## src/rtl/gate_model_bist.sv

```systemverilog
// Built-in self-test controller for combinational gate models.
// An LFSR drives the CUT inputs from a flop, and a MISR compacts one CUT response per clock.
// After PAT_CNT patterns the signature is compared against golden_sig.
module gate_model_bist #(
    parameter int unsigned      IN_W      = 20,
    parameter int unsigned      OUT_W     = 10,
    parameter int unsigned      PAT_CNT   = 1024,
    parameter logic [IN_W-1:0]  LFSR_TAPS = IN_W'(20'h90000),
    parameter logic [OUT_W-1:0] MISR_TAPS = OUT_W'(10'h240),
    parameter logic [IN_W-1:0]  LFSR_SEED = IN_W'(1),
    parameter logic [OUT_W-1:0] MISR_SEED = OUT_W'(0),
    localparam int unsigned     CNT_W     = $clog2(PAT_CNT + 1)
) (
    input  logic             clk,
    input  logic             rst,
    input  logic             start,
    input  logic             abort,
    input  logic             hold,
    input  logic [OUT_W-1:0] golden_sig,
    input  logic [OUT_W-1:0] cut_out,
    output logic [IN_W-1:0]  cut_in,
    output logic [CNT_W-1:0] pat_idx,
    output logic             busy,
    output logic             done,
    output logic             pass,
    output logic [OUT_W-1:0] signature
);

    // An all-zero LFSR would lock up, so a zero seed is replaced by 1.
    localparam logic [IN_W-1:0]  SEED_EFF = (LFSR_SEED == '0) ? IN_W'(1) : LFSR_SEED;
    localparam logic [CNT_W-1:0] CNT_LAST = CNT_W'(PAT_CNT);

    typedef enum logic [1:0] {IDLE, RUN, DONE} state_t;

    state_t           state;
    logic [IN_W-1:0]  lfsr_q;
    logic [OUT_W-1:0] misr_q;
    logic [CNT_W-1:0] cnt_q;
    logic             busy_q;
    logic             done_q;
    logic             pass_q;

    logic [IN_W-1:0]  lfsr_next;
    logic [OUT_W-1:0] misr_next;
    logic [CNT_W-1:0] cnt_inc;

    // Next-step values of the pattern generator, compactor and pattern counter.
    always_comb begin
        lfsr_next = {lfsr_q[IN_W-2:0], ^(lfsr_q & LFSR_TAPS)};
        misr_next = {misr_q[OUT_W-2:0], ^(misr_q & MISR_TAPS)} ^ cut_out;
        cnt_inc   = cnt_q + CNT_W'(1);
    end

    // Control FSM with registered status flags; abort outranks start and hold.
    always_ff @(posedge clk or posedge rst) begin
        if (rst) begin
            state  <= IDLE;
            lfsr_q <= SEED_EFF;
            misr_q <= MISR_SEED;
            cnt_q  <= '0;
            busy_q <= 1'b0;
            done_q <= 1'b0;
            pass_q <= 1'b0;
        end else if (abort) begin
            state  <= IDLE;
            lfsr_q <= SEED_EFF;
            misr_q <= MISR_SEED;
            cnt_q  <= '0;
            busy_q <= 1'b0;
            done_q <= 1'b0;
            pass_q <= 1'b0;
        end else begin
            case (state)
                IDLE, DONE: begin
                    if (start) begin
                        state  <= RUN;
                        lfsr_q <= SEED_EFF;
                        misr_q <= MISR_SEED;
                        cnt_q  <= '0;
                        busy_q <= 1'b1;
                        done_q <= 1'b0;
                        pass_q <= 1'b0;
                    end
                end
                RUN: begin
                    // The response to the pattern on cut_in is captured on this edge.
                    if (!hold) begin
                        lfsr_q <= lfsr_next;
                        misr_q <= misr_next;
                        cnt_q  <= cnt_inc;
                        if (cnt_inc == CNT_LAST) begin
                            state  <= DONE;
                            busy_q <= 1'b0;
                            done_q <= 1'b1;
                            pass_q <= (misr_next == golden_sig);
                        end
                    end
                end
                default: begin
                    state  <= IDLE;
                    busy_q <= 1'b0;
                    done_q <= 1'b0;
                end
            endcase
        end
    end

    assign cut_in    = lfsr_q;
    assign signature = misr_q;
    assign pat_idx   = cnt_q;
    assign busy      = busy_q;
    assign done      = done_q;
    assign pass      = pass_q;

endmodule

```

## config.mk

```make
export PLATFORM = sky130hd
export DESIGN_NAME = gate_model_bist
export DESIGN_NICKNAME = d
export VERILOG_FILES = /design/src/rtl/gate_model_bist.sv
export SDC_FILE = /design/constraint.sdc
export NUM_CORES = 1
export LEC_CHECK = 0
export ABC_AREA = 1
export BUFFER_PORTS_ARGS = -buffer_cell sky130_fd_sc_hd__buf_2
export CORE_ASPECT_RATIO = 0.7
export CORE_MARGIN = 8
export CORE_UTILIZATION = 51
export DETAILED_ROUTE_END_ITERATION = 8
export PLACE_DENSITY = 0.82
export SLEW_MARGIN = 20
export SYNTH_ARGS = -nofsm -noshare
export SYNTH_HDL_FRONTEND = slang
export SYNTH_SLANG_ARGS = --single-unit
export TNS_END_PERCENT = 20
```

## constraint.sdc

```tcl
create_clock -name clk -period 2.08 [get_ports clk]
set_input_delay 0.312 -clock clk [delete_from_list [all_inputs] [get_ports clk]]
set_output_delay 0.312 -clock clk [all_outputs]
set_load 0.005 [all_outputs]
```

==> flow_metrics.tcl <==
set metrics [dict create \
    synth_enable_flop_cells 0 \
    start_util_pct 53.6 \
    via_per_inst 5.20 \
    grt.overflow.total 0 \
    cp.required_ns 2.25 \
    post-route-min-period_ns 1.90 \
    rsz0062_at_grt "false" \
    cellLeakagePower_nw 1.48 \
    finClkSkew_ns 0.0102 \
    root_buffer "clkbuf_8" \
    path_max_fanout 5 \
    status "completed" \
    routabilityCongestion 0.816 \
    tightestPinTransition_ns 0.690 \
    clk_latency_ns 0.30 \
    ant_nets 0 \
    grt_pass1_wl_um 10300 \
    diodes 0 \
    max_slew_margin_pct 54.0 \
    yosysWarnings 0 \
    core_um2 4400 \
    post-cts-setup-buffers 0 \
    vias 2105 \
    ctsHoldBuffers 0 \
    rows 20 \
    timing.fmax_mhz 525 \
    cts_tree "yes" \
    critPathCaptureType "register" \
    sequentialPowerShare_pct 48.6 \
    dp_hpwl_um 4450 \
    clk_pin_slew_ns 0.09 \
    combinationalPowerShare_pct 26.6 \
    r2r_setup_slack_ns 0.18 \
    crit_type "reg2reg" \
    remaining_drc_errors 0 \
    avgSynthCellArea_um2 8.49 \
    syn2layout_area_growth_pct 20.0 \
    p_int_mw 1.42 \
    ys_seq_area_share_pct 47.8 \
    synth_cells 278 \
    hp-class "in2async" \
    finalMaxSlewViolations 0 \
    die_h_um 72.9 \
    syn_area_um2 2360 \
    synth_ff_type "dfrtp_1" \
    synth.distinct_cells 31 \
    fin_crit_sh_pct 91.5 \
    die-area_um2 7090 \
    clkPwrFrac_pct 24.8 \
    fin_tns_setup_ns 0 \
    power.density_nw_per_um2 749 \
    setup_violations 0 \
    track_usage_pct 17.9 \
    grt_pass1_vias 2060 \
    cts_buffers 5 \
    vdd_ir_drop_max_mv 0.401 \
    cts_max_level 2 \
    cap_violations 0 \
    grt_max_degree 28 \
    switching_share_pct 33.2 \
    n_fill_cell 377 \
    finalNetCount 375 \
    antenna_found_initial 0 \
    synth_fp_nets 304 \
    pre_cts_slack_ns -0.0473 \
    p_sw_mw 0.705 \
    drt_iter0_drc 113 \
    cp.arrival_ns 2.08 \
    wl_per_cell_um 14.6 \
    io_pins 69 \
    routed_wl_um 5930 \
    synth_seq_cells 45 \
    total_power_mw 2.12 \
    start_kind "register" \
    hold_viol 0 \
    port_buffers 68 \
    drive_above_1_share_pct 28.6 \
    cts_sinks 45 \
    worst_slack_ns 0.176 \
    clock_path_buffers 2 \
    first_pass_iters 5 \
    die_w_um 97.3 \
    async_flop_share_pct 100 \
]
flip-flops by register name, summed over array words and instances (netlist names):
register / cells
busy: 1
state: 1
done: 1
pass: 1
signature: 10
cut_in: 20
pat_idx: 11
what timing repair did:
action / 4_1_cts / 5_1_grt
gates resized for setup: 0 / 1
endpoints found under the setup margin: 2 / 1
pin swaps: 1 / 0
gates cloned: 1 / 0
critical path: stages, from the launching register on:
cell and delay, ns:
dfrtp_1 0.44, ha_1 0.24, nand2_2 0.12, inv_1 0.10
nand3_1 0.10, nand2_1 0.08, nor2_1 0.09, nand2_1 0.05
nor2_1 0.09, nand2_1 0.10, nand2_2 0.12, nand2_1 0.09
nand2_1 0.06, o21ai_0 0.09
cell type report:
type	count	area (um2)	area share, %
repair buffers	71	388	13.7
inverters	47	178	6.27
multi-input cells	179	987	34.9
flip-flops and latches	45	1130	39.8
well taps	55	68.8	2.43
clock inverters	2	10.0	0.354
clock buffers	6	72.6	2.56
metrics by stage:
step                      cells  instance area (um2)  hold WS, ns  utilization [%]
final                       405                 2830       0.0363             64.3
after global placement      396                 2740        0.371             62.2
after CTS                   405                 2830       0.0482             64.2
after floorplan             278                 2360        0.473                -
after global routing        405                 2830       0.0683             64.3
after detailed placement    396                 2740        0.380             62.2
power by group through the flow:
stage / combinational [mW] / clock (mW) / sequential (mW)
3_5_place_dp: 0.556 / 0 / 1.05
2_1_floorplan: 0.383 / 0 / 1.04
3_3_place_gp: 0.546 / 0 / 1.05
6_report: 0.565 / 0.526 / 1.03
4_1_cts: 0.568 / 0.538 / 1.03
5_1_grt: 0.638 / 0.579 / 1.04
worst paths after layout:
path | from | to | cells past startpoint
min reg2reg | cut_in[0] | cut_in[0] | 2
min | rst | pat_idx[8] | 2
max in group asynchronous | rst | cut_in[0] | 3
min in group clk | hold | state[0] | 3
max | pat_idx[0] | done | 13
max reg2reg | pat_idx[0] | done | 13
routing by layer:
layer,share of wire (%),vias to the layer above,global-route usage (%),wire length (um)
met5,0,-,0,0
met2,46,71,28.0,2710
li1,-,1040,-,-
met1,45,982,22.9,2650
met3,7.8,12,5.77,462
met4,1.9,0,6.52,112
cells in the mapped netlist, types with 2 or more instances:
| cell | n | area (um2) |
|---|---|---|
| o21ai_1 | 4 | 20.0 |
| xor2_1 | 6 | 52.6 |
| nor2_1 | 13 | 48.8 |
| dfrtp_1 | 44 | 1100 |
| inv_1 | 45 | 169 |
| o31ai_1 | 5 | 37.5 |
| o211ai_1 | 2 | 15.0 |
| xnor2_1 | 9 | 78.8 |
| buf_4 | 2 | 15.0 |
| o21ai_2 | 3 | 26.3 |
| nand3_1 | 11 | 55.1 |
| o22ai_1 | 25 | 156 |
| nand2_2 | 3 | 18.8 |
| buf_6 | 5 | 56.3 |
| o21ai_0 | 11 | 55.1 |
| nor2_2 | 2 | 12.5 |
| nor2_4 | 2 | 22.5 |
| nand3_2 | 2 | 20.0 |
| nand2_1 | 72 | 270 |
layout by cell type, fill, tap and decap left out:
| cell type | count |
|---|---|
| nand2_2 | 4 |
| xor2_2 | 1 |
| inv_2 | 2 |
| o22ai_1 | 25 |
| buf_12 | 2 |
| nor3_4 | 1 |
| buf_2 | 68 |
| nor2_1 | 13 |
| nand3_2 | 2 |
| nand3_1 | 11 |
| clkbuf_8 | 5 |
| or2_2 | 1 |
| xor2_1 | 6 |
| nand2_1 | 71 |
| o21ai_0 | 11 |
| and3_1 | 1 |
| inv_1 | 44 |
| o21ai_1 | 4 |
| clkbuf_1 | 1 |
| dfrtp_1 | 44 |
| o21ai_2 | 3 |
| nand3b_1 | 1 |
| buf_4 | 1 |
| dfstp_2 | 1 |
| nor2_4 | 2 |
| o32ai_1 | 1 |
| ha_1 | 1 |
| clkinv_2 | 3 |
| o21a_4 | 1 |
| nor2_2 | 3 |
| xnor2_1 | 9 |
| o211ai_1 | 2 |
| o31ai_1 | 5 |
kinds of logic (layout without fill, tap and decap cells):
family	Yosys count	count (layout)	synth area share [%]
simple gates	109	110	20.5
flops	45	45	47.8
xor+xnor	16	16	6.26
buf+inv	55	126	10.8
fa+ha+maj	1	1	0.530
compound gates	52	52	14.2
(Power assumes the default switching activity.)
